**config.mk**
```make
export PLATFORM = sky130hd
export DESIGN_NAME = vid_out_fifo
export DESIGN_NICKNAME = d
export VERILOG_FILES = /design/src/rtl/vid_out_fifo.sv
export SDC_FILE = /design/constraint.sdc
export NUM_CORES = 1
export LEC_CHECK = 0
export ABC_AREA = 1
export BUFFER_PORTS_ARGS = -buffer_cell sky130_fd_sc_hd__buf_2
export CORE_ASPECT_RATIO = 0.9
export CORE_MARGIN = 2
export CORE_UTILIZATION = 49
export CTS_CLUSTER_DIAMETER = 150
export DETAILED_ROUTE_END_ITERATION = 8
export PLACE_DENSITY_LB_ADDON = 0.05
export SYNTH_ARGS = -nofsm -noshare
export SYNTH_HDL_FRONTEND = slang
export SYNTH_SLANG_ARGS = --single-unit
```
**constraint.sdc**
```tcl
create_clock -name clk_i -period 5.32 [get_ports clk_i]
set_input_delay 1.064 -clock clk_i [delete_from_list [all_inputs] [get_ports clk_i]]
set_output_delay 1.064 -clock clk_i [all_outputs]
set_load 0.02 [all_outputs]
```
**src/rtl/vid_out_fifo.sv**
```systemverilog
// Elastic {r,g,b,hsync,vsync,vde} pixel FIFO with fill level and high-water mark.
// Define VID_OUT_FIFO_FALLTHROUGH_EN for a zero-latency bypass when empty.
module vid_out_fifo #(
  parameter int Depth = 16,
  localparam int FillWidth = $clog2(Depth + 1)
) (
  input  logic                 clk_i,
  input  logic                 rst_ni,
  input  logic [7:0]           r_i,
  input  logic [7:0]           g_i,
  input  logic [7:0]           b_i,
  input  logic                 hsync_i,
  input  logic                 vsync_i,
  input  logic                 vde_i,
  input  logic                 valid_i,
  output logic                 ready_o,
  output logic [7:0]           r_o,
  output logic [7:0]           g_o,
  output logic [7:0]           b_o,
  output logic                 hsync_o,
  output logic                 vsync_o,
  output logic                 vde_o,
  output logic                 valid_o,
  input  logic                 ready_i,
  output logic [FillWidth-1:0] fill_o,
  output logic [FillWidth-1:0] max_fill_o,
  input  logic                 clr_max_i
);

  localparam int AW = (Depth > 1) ? $clog2(Depth) : 1;
  localparam logic [FillWidth-1:0] FullLvl = FillWidth'(Depth);

  typedef logic [26:0] word_t;

  word_t                mem [Depth];
  logic [AW-1:0]        wr_ptr;
  logic [AW-1:0]        rd_ptr;
  logic [FillWidth-1:0] fill;
  logic [FillWidth-1:0] max_fill;
  logic [FillWidth-1:0] fill_next;

  word_t in_word;
  word_t out_word;
  logic  empty;
  logic  push;
  logic  pop;
  logic  wr_en;
  logic  rd_en;

  assign in_word = {r_i, g_i, b_i, hsync_i, vsync_i, vde_i};
  assign empty   = (fill == '0);
  assign ready_o = (fill != FullLvl);
  assign push    = valid_i & ready_o;
  assign pop     = valid_o & ready_i;

`ifdef VID_OUT_FIFO_FALLTHROUGH_EN
  // A word offered while empty and taken at once never touches storage.
  assign valid_o  = empty ? valid_i : 1'b1;
  assign out_word = empty ? in_word : mem[rd_ptr];
  assign wr_en    = push & ~(empty & ready_i);
  assign rd_en    = pop & ~empty;
`else
  assign valid_o  = ~empty;
  assign out_word = mem[rd_ptr];
  assign wr_en    = push;
  assign rd_en    = pop;
`endif

  assign {r_o, g_o, b_o, hsync_o, vsync_o, vde_o} = out_word;

  assign fill_next = fill + FillWidth'(wr_en) - FillWidth'(rd_en);

  always_ff @(posedge clk_i or negedge rst_ni) begin
    if (!rst_ni) begin
      for (int i = 0; i < Depth; i++) begin
        mem[i] <= '0;
      end
    end else if (wr_en) begin
      mem[wr_ptr] <= in_word;
    end
  end

  always_ff @(posedge clk_i or negedge rst_ni) begin
    if (!rst_ni) begin
      wr_ptr   <= '0;
      rd_ptr   <= '0;
      fill     <= '0;
      max_fill <= '0;
    end else begin
      if (wr_en) wr_ptr <= wr_ptr + 1'b1;
      if (rd_en) rd_ptr <= rd_ptr + 1'b1;
      fill <= fill_next;
      // Clear restarts tracking from the level this cycle leaves behind.
      if (clr_max_i) begin
        max_fill <= fill_next;
      end else if (fill_next > max_fill) begin
        max_fill <= fill_next;
      end
    end
  end

  assign fill_o     = fill;
  assign max_fill_o = max_fill;

endmodule

```
Word-level counts from Yosys, hierarchy flattened
Cells that the tools add are included. W data, S select, Z words.

$lt $le $gt $ge: 4. Add/subtract/negate cells: 4. Mux-type cells: 8. Equal/unequal tests: 1. Bitwise gates (word level): 5. Reductions and logical operators: 3.

Operators with widths (count): $bwmux W432 (1); $bmux W27 S4 (1); $demux W27 S4 (1); $mux W27 (3); $ge A5 B5 Y1 const B (2); $mux W5 (2); $not A4 Y5 (2); $add A4 B1 Y4 const B (2); $add A5 B1 Y5 (1); $gt A5 B5 Y1 (1); $logic_not A5 Y1 (1); $lt A5 B1 Y1 const B (1); $ne A5 B5 Y1 const B (1); $sub A5 B1 Y5 (1); $and A1 B1 Y1 (2); $reduce_bool A2 Y1 (1); $logic_and A1 B1 Y1 (1); $not A1 Y1 (1).

Flip-flop bits (word level): 450.

Depth between registers and ports, before layout
Depth in word-level cells: 7. Mapped depth: 21. Mapped depth without buffers: 21.

Least setup slack after synthesis
Ideal clock, no wire load.

Kind: reg-to-reg. From: register fill[3] (netlist: fill_o[3]). To: register max_fill[1] (netlist: max_fill_o[1]). Stages on the path, launching flop included: 21. Clock period less this slack: 3.502 ns. Setup time: 0.117 ns. Setup slack: 1.818 ns. Arrival time: 3.385 ns. Cells stage by stage: dfrtp_1 > inv_1 > ha_1 > nand4_1 > nand2_1 > inv_1 > ha_1 > inv_1 > ha_1 > fa_1 > nand3_1 > nand2_1 > xor2_1 > ha_1 > nand2_1 > nor2_1 > nand2_1 > nand2_1 > nand2_1 > nand2_1 > nand2_1.

Cells in the longest elaborated chain, start to end: 6.

Ends and longest elaborated chain: start, declared (RTL line 38) `logic [FillWidth-1:0] fill;`; start signal, assigned (RTL line 92) `fill <= fill_next;`; $logic_not A5 Y1 (RTL line 51) `assign empty = (fill == '0);`; $not A1 Y1 (RTL line 63) `assign valid_o = ~empty;`; net valid_o (RTL line 23) `output logic valid_o,`; $and A1 B1 Y1 (RTL line 54) `assign pop = valid_o & ready_i;`; net pop (RTL line 46) `logic pop;`; $sub A5 B1 Y5 (RTL line 71) `assign fill_next = fill + FillWidth'(wr_en) - FillWidth'(rd_en);`; net fill_next[4] (RTL line 40) `logic [FillWidth-1:0] fill_next;`; $gt A5 B5 Y1 (RTL line 96) `end else if (fill_next > max_fill) begin`; $reduce_bool A2 Y1 (no source line); end signal, assigned (RTL line 95) `max_fill <= fill_next;`; end signal, assigned (RTL line 97) `max_fill <= fill_next;`; end, declared (RTL line 39) `logic [FillWidth-1:0] max_fill;`.

The timed path passes the listed nets, and every way through them passes these cells. The select of a mux whose other input is x is not followed. A chain may end at the register's enable or synchronous reset.

Worst setup path in the final report
From: register rd_ptr[0]. To: output g_o[2].

Cells in the longest elaborated chain, start to end: 4.

Ends and longest elaborated chain: start, declared (RTL line 37) `logic [AW-1:0] rd_ptr;`; start signal, assigned (RTL line 91) `if (rd_en) rd_ptr <= rd_ptr + 1'b1;`; $not A4 Y5 (implied by the code) (RTL line 64) `assign out_word = mem[rd_ptr];`; $bmux W27 S4 (RTL line 64); $mux W27 (implied by the code) (2 in a row) (RTL line 64); end, declared (RTL line 18) `output logic [7:0] g_o,`.

Every way passes these cells. The select of a mux whose other input is x is not followed.

==> flow_summary.toml <==
[run]
maxCapViolations = 0

[sta]
holdWs_ns = 0.4763
hold_viol = 0
max_freq_ghz = 0.2451
layout_setup_ws_ns = 1.240
rsz0062_at_grt = "no"
maxSlewHeadroom = 0.2117
tightest_slew_ns = 1.181
finalCritPeriodShare = 0.7670
report.final.slew_viol_count = 0
fin_crit_ns = 4.080
clock_skew_ns = 0.01968
finalSetupViolCount = 0
tns_ns = 0

[floorplan]
ios = 71
core_region_area_sq_mm = 0.04279
initial_core_util = 0.4942
dieArea_sq_mm = 0.04484
num_rows = 72
die_w_um = 223.0
die_h_um = 201.1

[routing]
via_per_inst = 5.500
firstDrtPassIters = 7
totalWireLength_mm = 60.37
antenna_left = 0
vias = 16907
drcViolationCount = 0
drt_iter0_markers = 1575
wire_per_inst_um = 19.64

[layout]
antenna_cells = 0
fillCellCount = 4125
design_area_sq_mm = 0.02267
post_route_cells_drive_above_1_share = 0.07066
final_nets = 2535
syn_to_final_growth_pct = 7.182

[cts]
cts_tree = "done"
cts_buffers = 48
ctsResizeCount = 0
clk_path_buf_depth = 3
postCtsSetupRepairBufs = 0
clock-sinks = 450
clk_pin_slew_ns = 0.06
hold_buffers = 0
root_buffer = "clkbuf_16"
clock_latency_ns = 0.58
htree_levels = 2

[synth]
synth_area_leaders = "dfrtp_1 53%, nand2_1 12%, o21ai_0 11%"
synth_top_area_frac = 0.5325
yosysMostFrequentCell = "nand2_1"
async_reset_ff_frac = 1.000
postSynthAreaPerCell_sq_um = 8.303
ys_ff_latch = 450
synth.cell_area_sq_mm = 0.02115
seq_area_frac_synth = 0.5325
synth_edf_count = 0
syn_inst = 2547
yosysTopAreaCell = "dfrtp_1"
synth_nets = 2596
yosys.cell_types.count = 25
ys_top_cells_by_count = "651 x nand2_1, 454 x o21ai_0, 450 x dfrtp_1, 277 x nor2_1, 172 x nand3_1"
synth_ff_type = "dfrtp_1"
yosys_warnings = 0

[worst_hold_path]
hold_path_class = "reg -> reg"
hp-start = "mem[109]$_DFFE_PN0P_"

[global_route]
grt.total_usage = 0.2757
overflow = 0
grt_max_degree = 107
grt_pass1_vias = 16213
grt_pass1_wl_mm = 95.35
antenna_found_initial = 0

[setup_path]
crit_required_ns = 4.26
crit_path_start = "rd_ptr[0]$_DFFE_PN0P_"
regToRegStartpoint = "fill_o[2]$_DFF_PN0_"
critPathMaxFanout = 69
critPathKind = "reg -> out"
crit_path_end_kind = "primary output"
r2r_slack_ns = 1.73
startpoint_type = "register"
arrival_ns = 3.02

[status]
status = "finished clean"

[placement]
dp_hpwl_mm = 29.54
portBuffers = 70
post-place-ws_ns = 1.461
dpl_cell_area_sq_mm = 0.02114
gp_routability_congestion = 0.7410

[pwr]
power_density_mw_per_mm2 = 686.0
worst_ir_drop_vdd_v = 0.0004190
leakage_nw = 11.01
-- kinds of logic after synthesis --
logic type	Yosys count	synth area share
buffers and inverters	317	0.08117
XOR/XNOR	10	0.004142
AO/OA/AOI/OAI	634	0.1564
flip-flops	450	0.5325
adder cells (fa/ha/maj)	17	0.01041
AND/OR/NAND/NOR	1119	0.2154
-- cell usage in the layout (no fill, tap or decap), types with 4 or more instances in the layout --
cell type,count
o21ai_1,117
a21oi_1,9
nand2_1,651
nand3_1,172
buf_12,5
o21ai_0,454
clkbuf_8,8
clkinv_2,4
buf_2,69
o211ai_1,54
buf_4,12
clkbuf_1,18
dfrtp_1,447
clkbuf_16,49
ha_1,16
nor2_1,277
inv_1,114
nand2_4,17
xor2_1,9
-- layer usage --
layer	track usage	vias to the layer above	part of all wire	routed length, um
met5	0	-	0	0
met4	0.08030	0	0.024	1438
li1	-	8180	-	-
met3	0.03279	89	0.058	3510
met2	0.4541	460	0.47	28230
met1	0.3856	8178	0.45	27190
-- critical path, stage by stage, from the launching register on --
cell	delay, ns
dfrtp_4	0.58
inv_4	0.52
buf_12	0.36
nor2_1	0.07
nor2_1	0.09
o21ai_0	0.09
nand3_1	0.11
nand3_1	0.09
nand2_1	0.20
buf_2	0.20
-- cell type report --
class	count	area [sq um]	share of cell area
Clock buffer	75	1404	0.06193
Clock inverter	8	122.6	0.005410
Multi-Input combinational cell	1780	8170	0.3605
Tap cell	555	694.4	0.03064
Timing Repair Buffer	87	550.5	0.02429
Sequential cell	450	11270	0.4971
Inverter	119	457.9	0.02020
-- state kept, by name (all words and copies together), names as in the netlist --
name	count
mem	432
rd_ptr	4
wr_ptr	4
fill_o	5
max_fill_o	5
-- stage by stage --
stage / total power [mW] / std cells / utilization
floorplan: 10.48 / 2547 / -
global placement: 12.11 / 2991 / 0.4940
detailed placement: 12.27 / 2991 / 0.4940
CTS: 15.63 / 3074 / 0.5297
global route: 16.87 / 3074 / 0.5297
finish: 15.55 / 3074 / 0.5297
-- report_power, final --
part	internal, mW	total [mW]	leakage, nW	switching (mW)
logic	2.14	6.47	4.54	4.33
registers	4.96	5.77	5.72	0.804
clock network	1.95	3.31	0.746	1.37
total	9.05	15.5	11.0	6.50
-- path summary, 6_finish.rpt --
check | to | cells after the start
max | g_o[2] | 9
min in group asynchronous | mem[390]$_DFFE_PN0P_ | 1
min reg2reg | mem[109]$_DFFE_PN0P_ | 2
min | mem[109]$_DFFE_PN0P_ | 2
max in group asynchronous | rd_ptr[0]$_DFFE_PN0P_ | 2
max reg2reg | max_fill_o[2]$_DFFE_PN0P_ | 21
No activity file was read; power rests on OpenSTA's default activity.
